**src/rtl/xbar_snoop_arbiter.sv**
```systemverilog
// rtl/xbar_snoop_arbiter.sv - round-robin snoop broadcast arbiter and response sequencer for the coherence crossbar
//
// Ports:
//   clk, rst                         clock, asynchronous active-high reset
//   req, req_msg                     per-CPU snoop request and message (message valid while req high)
//   xbar_in                          per-CPU crossbar inputs; only the granted slot carries the message
//   bcast_valid, bcast_src, grant    broadcast in progress, granted CPU index, one-hot grant
//   snoop_ack/shared/dirty           per-CPU response pulse and its line-state flags
//   done, done_shared, done_dirty    completion pulse to the winner with aggregated flags
module xbar_snoop_arbiter #(
  parameter  int NUM_CPUS = 4,
  parameter  int MSG_W    = 32,
  localparam int SRC_W    = $clog2(NUM_CPUS)
) (
  input  logic                               clk,
  input  logic                               rst,
  input  logic [NUM_CPUS-1:0]                req,
  input  logic [NUM_CPUS-1:0][MSG_W-1:0]     req_msg,
  output logic [NUM_CPUS-1:0][MSG_W-1:0]     xbar_in,
  output logic                               bcast_valid,
  output logic [SRC_W-1:0]                   bcast_src,
  output logic [NUM_CPUS-1:0]                grant,
  input  logic [NUM_CPUS-1:0]                snoop_ack,
  input  logic [NUM_CPUS-1:0]                snoop_shared,
  input  logic [NUM_CPUS-1:0]                snoop_dirty,
  output logic [NUM_CPUS-1:0]                done,
  output logic                               done_shared,
  output logic                               done_dirty
);

  localparam logic [1:0] IDLE  = 2'd0;
  localparam logic [1:0] BCAST = 2'd1;
  localparam logic [1:0] DONE  = 2'd2;

  logic [1:0]          state_q, state_d;
  logic [SRC_W-1:0]    rr_ptr_q, rr_ptr_d;
  logic [SRC_W-1:0]    src_q, src_d;
  logic [MSG_W-1:0]    msg_q, msg_d;
  logic [NUM_CPUS-1:0] ack_mask_q, ack_mask_d;
  logic                shared_q, shared_d;
  logic                dirty_q, dirty_d;

  logic                found;
  logic [SRC_W-1:0]    winner;
  logic [SRC_W-1:0]    winner_nxt;
  logic [NUM_CPUS-1:0] src_onehot;
  logic [NUM_CPUS-1:0] others;
  logic [NUM_CPUS-1:0] acks_new;
  logic [NUM_CPUS-1:0] mask_next;
  logic                complete;

  // First requester at or above rr_ptr, wrapping past NUM_CPUS-1 to 0.
  always_comb begin
    int               idx;
    logic [SRC_W-1:0] cand;
    found  = 1'b0;
    winner = '0;
    idx    = 0;
    cand   = '0;
    for (int i = 0; i < NUM_CPUS; i++) begin
      idx = int'(rr_ptr_q) + i;
      if (idx >= NUM_CPUS) idx = idx - NUM_CPUS;
      cand = SRC_W'(idx);
      if (!found && req[cand]) begin
        found  = 1'b1;
        winner = cand;
      end
    end
  end

  assign winner_nxt = (int'(winner) == NUM_CPUS - 1) ? '0 : winner + SRC_W'(1);

  assign src_onehot = NUM_CPUS'(1) << src_q;
  assign others     = ~src_onehot;
  // Only first acks from non-source CPUs count; repeats and the source's own ack are dropped
  // so their flags never reach the sticky OR.
  assign acks_new   = snoop_ack & others & ~ack_mask_q;
  assign mask_next  = ack_mask_q | acks_new;
  assign complete   = (mask_next == others);

  always_comb begin
    state_d    = state_q;
    rr_ptr_d   = rr_ptr_q;
    src_d      = src_q;
    msg_d      = msg_q;
    ack_mask_d = ack_mask_q;
    shared_d   = shared_q;
    dirty_d    = dirty_q;
    case (state_q)
      IDLE: begin
        if (found) begin
          msg_d    = req_msg[winner];
          src_d    = winner;
          rr_ptr_d = winner_nxt;
          state_d  = BCAST;
        end
      end
      BCAST: begin
        ack_mask_d = mask_next;
        shared_d   = shared_q | (|(acks_new & snoop_shared));
        dirty_d    = dirty_q  | (|(acks_new & snoop_dirty));
        if (complete) state_d = DONE;
      end
      DONE: begin
        ack_mask_d = '0;
        shared_d   = 1'b0;
        dirty_d    = 1'b0;
        state_d    = IDLE;
      end
      default: state_d = IDLE;
    endcase
  end

  always_ff @(posedge clk or posedge rst) begin
    if (rst) begin
      state_q    <= IDLE;
      rr_ptr_q   <= '0;
      src_q      <= '0;
      msg_q      <= '0;
      ack_mask_q <= '0;
      shared_q   <= 1'b0;
      dirty_q    <= 1'b0;
    end else begin
      state_q    <= state_d;
      rr_ptr_q   <= rr_ptr_d;
      src_q      <= src_d;
      msg_q      <= msg_d;
      ack_mask_q <= ack_mask_d;
      shared_q   <= shared_d;
      dirty_q    <= dirty_d;
    end
  end

  // Outputs decode from registered state only, so reset clears them without waiting for a clock.
  assign bcast_valid = (state_q == BCAST);
  assign bcast_src   = src_q;
  assign grant       = bcast_valid ? src_onehot : '0;
  assign done        = (state_q == DONE) ? src_onehot : '0;
  assign done_shared = (state_q == DONE) & shared_q;
  assign done_dirty  = (state_q == DONE) & dirty_q;

  always_comb begin
    xbar_in = '0;
    if (bcast_valid) xbar_in[src_q] = msg_q;
  end

endmodule

```
**config.mk**
```make
export PLATFORM = sky130hd
export DESIGN_NAME = xbar_snoop_arbiter
export DESIGN_NICKNAME = d
export VERILOG_FILES = /design/src/rtl/xbar_snoop_arbiter.sv
export SDC_FILE = /design/constraint.sdc
export NUM_CORES = 1
export LEC_CHECK = 0
export ABC_CLOCK_PERIOD_IN_PS = 2500
export BUFFER_PORTS_ARGS = -buffer_cell sky130_fd_sc_hd__buf_4
export CORE_AREA = 2 2 112 114
export CTS_BUF_LIST = sky130_fd_sc_hd__clkbuf_4
export DETAILED_ROUTE_END_ITERATION = 8
export DIE_AREA = 0 0 114 116
export PLACE_DENSITY = 0.63
export SLEW_MARGIN = 20
export SYNTH_ARGS = -nofsm -noshare
export SYNTH_HDL_FRONTEND = slang
export SYNTH_SLANG_ARGS = --single-unit
```
**constraint.sdc**
```tcl
create_clock -name clk -period 2.5 [get_ports clk]
set_clock_uncertainty 0.15 [all_clocks]
set_input_delay 0.75 -clock clk [delete_from_list [all_inputs] [get_ports clk]]
set_output_delay 0.75 -clock clk [all_outputs]
set_load 0.01 [all_outputs]
```
# Word level (Yosys, flattened, before mapping)
# Index checks and enable logic that the tools add are counted.
[totals]
reg_bits = 44
input_bits = 146
word_cells = 92
[classes]
add_sub_neg = 8
n_lt_le_gt_ge = 11
eq_ne = 6
shift = 1
mux = 34
bitwise = 12
reduce_logical = 13
[ops]
columns = ["op", "count"]
rows = [
  ["AND 128 bit", 1],
  ["two-way mux 128 bit", 1],
  ["binary-select mux 32 bit (select 2 bit)", 1],
  ["demux 32 bit (select 2 bit)", 1],
  ["two-way mux 32 bit", 2],
  ["two-way mux 2 bit", 11],
  ["< comparator 2 x 3 -> 1 bit (second input constant)", 6],
  ["AND 4 bit", 4],
  [">= comparator 3 bit (second input constant)", 3],
  ["binary-select mux 1 bit (select 2 bit)", 4],
  ["two-way mux 1 bit", 8],
  ["two-way mux 4 bit", 2],
  ["NOT 4 bit", 2],
  ["case mux 4 bit (2 select lines)", 1],
  ["OR reduction 4 bit", 2],
  ["subtractor 2 x 1 -> 2 bit (second input constant)", 4],
  ["adder 2 x 2 -> 3 bit (second input constant)", 2],
  ["== test 2 x 1 -> 1 bit (second input constant)", 2],
  ["== test 4 bit", 1],
  ["logical AND 1 bit", 4],
  ["OR 4 bit", 1],
  ["case mux 1 bit (2 select lines)", 2],
  ["case mux 2 bit (2 select lines)", 1],
  ["AND reduction 2 bit", 2],
  ["other kinds (13)", 17],
]

# Longest topological paths before layout
[logic_depth]
ltp_word = 16
mapped_depth = 7

# Worst setup path after synthesis
# No wires, ideal clock.
[synth_path]
path_type = "flip-flop to output port"
from = "register state_q[1]"
to = "output port xbar_in[82] in the netlist's numbering"
t_arrival_ps = 1654
required_time_ps = 1600
slack_ps = -54
stages_incl_launch_ff = 7
n_path_buf = 1
path_cell_list = "dfrtp_1 > inv_1 > ha_1 > inv_1 > nor3b_1 > clkbuf_1 > and2_1"
[synth_rtl]
columns = ["element", "line", "text"]
rows = [
  ["start, declared", "35", "logic [1:0] state_q, state_d;"],
  ["start signal, assigned", "124", "state_q <= state_d;"],
  ["end, declared", "19", "output logic [NUM_CPUS-1:0][MSG_W-1:0] xbar_in,"],
]

==> out/qor.yml <==
layout:
  area_growth_pct: 86.18
  nFillCells: 1039
  fin_area_um2: 6860
  regArea_um2: 1104
  instances_no_fill: 874
  nets: 875
  n_antenna_cell: 0
  layout-drive-gt1-share_pct: 57.36
  multiInputGateArea_um2: 2618
cts:
  cts-root-buf: "clkbuf_4"
  clock_latency_ps: 370
  clk_pin_slew_worst_paths_ps: 130
  cts_tree: "yes"
  clock-sinks: 44
  clock_path_buffers: 2
  ctsHtreeMaxLevel: 2
  numCtsBuffers: 5
critical_path:
  start_kind: "register"
  regToRegSetupSlack_ps: 380
  required_ps: 1600
  cp_top_family: "buffers and inverters"
  crit_path_top_delay_cell: "dfrtp_1"
  reg2reg_depth: 6
  cp_max_fo: 11
  rr_endpoint: "state_q[0]"
  worstPathCellList: "inv_2 > ha_4 > inv_6 > nor3b_4 > buf_6 > buf_12 > and2_1 > buf_4"
  critPathKind: "reg2out"
  crit_buf_inv: 5
  r2r-start: "bcast_src[1]"
  worstPathArrival_ps: 1850
  critPathMaxStageDelay_ps: 430
  critPathCaptureType: "primary output"
global_route:
  grtUsageTotal_pct: 22.73
  grt_max_degree: 37
  gr-total-overflow: 0
  grt_pass1_vias: 4338
  antenna_found_initial: 0
  grt_pass1_wl_um: 23360
yosys:
  yosysSeqAreaShare_pct: 29.88
  synth_edf_count: 0
  mappedNetlistArea_um2: 3685
  ys_top_cells_by_area: "dfrtp_1, and2_1, mux2i_1"
  synth-seq-cells: 44
  async_flop_share_pct: 100.0
  ys_warn_count: 0
  yosys-top-cells-count: "and2_1, mux2i_1, dfrtp_1"
  syn_avg_cell_area_um2: 8.691
  synth_top_cell_by_area: "dfrtp_1"
  synthCells: 424
  synth.distinct_cells: 36
  synth.most_common_cell: "and2_1"
  synthFlopType: "dfrtp_1"
  syn_nets: 573
  synth_top_area_share_pct: 29.88
timing:
  hold_viol: 0
  final-setup-viol-count: 132
  holdWs_ps: 253.9
  setup_ws_ps: -253.6
  finalCriticalPeriod_ps: 2754
  rsz0062_at_grt: "true"
  worstMarginPinSlew_ps: 519.8
  timing.fmax_mhz: 363.2
  slew_viol_final: 0
  slew_headroom_pct: 65.30
  finalCritPeriodShare_pct: 110.1
routing:
  first_pass_iters: 4
  drt-vias-per-instance: 5.126
  wirelength_um: 16760
  post_drt_wl_per_cell_um: 19.17
  num_vias: 4480
  detail-route-antenna-nets: 0
  drtIter0Drc: 216
  post-route-drc-count: 0
floorplanning:
  rows: 40
  core_area_um2: 11910
  io_pins: 287
  start_util_pct: 30.93
  die-area_um2: 13220
  die_h_um: 116
  dieWidth_um: 114
place:
  post-place-cells: 844
  postPlaceCellArea_um2: 6102
  port_buffers: 286
  gp_congestion: 0.8263
  dp_hpwl_um: 11700
  place_ws_ps: 17.17
job:
  drv_cap: 0
power:
  irDropWorstVdd_mv: 0.3907
  leakage_nw: 3.511
  fin_total_pwr_mw: 6.294
  powerDensity_nw_per_um2: 917.4
status:
  status: "finished, violations left"
  violations: "setup timing"
hold_path:
  hp-class: "in2async"
stage by stage:
stage	utilization (%)	TNS, ps
6_report	57.59	-24940
2_1_floorplan	-	0
4_1_cts	55.21	-19870
5_1_grt	57.59	-35160
3_5_place_dp	51.23	0
3_3_place_gp	51.23	0
layout by cell type (no fill, tap or decap), types with 2 or more instances in the layout:
master | netlist | final
inv_2 | 0 | 2
nand2_2 | 1 | 2
clkbuf_4 | 0 | 5
o21ai_1 | 4 | 4
and2_1 | 133 | 69
nor3b_1 | 4 | 3
a22oi_1 | 5 | 5
buf_12 | 0 | 8
buf_8 | 0 | 6
clkbuf_16 | 0 | 2
nor3_1 | 3 | 2
inv_1 | 7 | 4
o21a_1 | 2 | 2
buf_4 | 9 | 249
and2_4 | 0 | 64
dfrtp_1 | 44 | 42
dfrtp_2 | 0 | 2
a2bb2oi_1 | 6 | 6
and3_4 | 0 | 2
buf_6 | 1 | 62
ha_4 | 0 | 2
mux2i_1 | 64 | 64
a21oi_1 | 7 | 7
a21boi_0 | 2 | 2
nor2_1 | 6 | 5
a31oi_1 | 2 | 2
nor2b_1 | 6 | 5
o221ai_1 | 34 | 34
clkinv_2 | 0 | 2
nand2_1 | 42 | 41
layer usage:
layer  GRT usage [%]  wire length [µm]  vias to the layer above
li1                -                 -                     2087
met1           28.21              6753                     2157
met2           41.59              8703                      212
met3           3.295               934                       24
met4           5.447               367                        0
met5               0                 0                        -
kinds of logic (layout without fill, tap and decap cells):
logic type	Yosys count	count (layout)	share of synthesized area, %
AND/OR/NAND/NOR	205	205	31.92
AO/OA/AOI/OAI	68	68	14.43
flip-flops	44	44	29.88
multiplexers	64	64	17.39
adder cells (fa/ha/maj)	3	3	1.019
buffers and inverters	40	343	5.365
worst register-to-register path, cell delays in order, from the launching register on:
cell	delay, ps
dfrtp_2	490
buf_6	170
nand2b_1	160
or3_1	360
a22oi_1	380
o21ai_1	140
a2bb2oi_1	200
registers in the layout, indices dropped and copies added (netlist names):
| name | flops |
|---|---|
| ack_mask_q | 4 |
| shared_q | 1 |
| bcast_src | 2 |
| rr_ptr_q | 2 |
| dirty_q | 1 |
| msg_q | 32 |
| state_q | 2 |
repair_timing:
action                     in CTS  in global routing
setup buffers                   8                  9
pin swaps                       2                  1
cloned                          4                  3
setup endpoints to repair     138                134
hold buffers                    0                  0
resized for setup             100                 65
worst max path at each step:
| stage | from | to | slack, ps | cells past startpoint |
|---|---|---|---|---|
| finish | state_q[1] | xbar_in[81] | -250 | 8 |
| global route | state_q[1] | xbar_in[74] | -340 | 8 |
| floorplan | state_q[1] | xbar_in[23] | 30 | 6 |
| CTS | state_q[1] | xbar_in[95] | -230 | 8 |
| detailed placement | state_q[1] | xbar_in[93] | 20 | 7 |
| global placement | state_q[1] | xbar_in[93] | 60 | 7 |
power breakdown:
| group | leakage [nW] | internal, mW | switching, mW | total, mW |
|---|---|---|---|---|
| sequential | 0.526 | 1.06 | 0.486 | 1.54 |
| combinational | 2.95 | 2.34 | 2.06 | 4.40 |
| clock | 0.0324 | 0.104 | 0.247 | 0.351 |
| total | 3.51 | 3.50 | 2.80 | 6.29 |
area by class of cell:
cell class,instances,share of cell area [%]
timing repair buffer,328,41.87
clock inverter,3,0.2006
tap,147,2.681
clock buffer,5,0.5471
multi-input combinational,340,38.15
sequential,44,16.09
inverter,7,0.4560
Power figures use the tool's default switching activity.
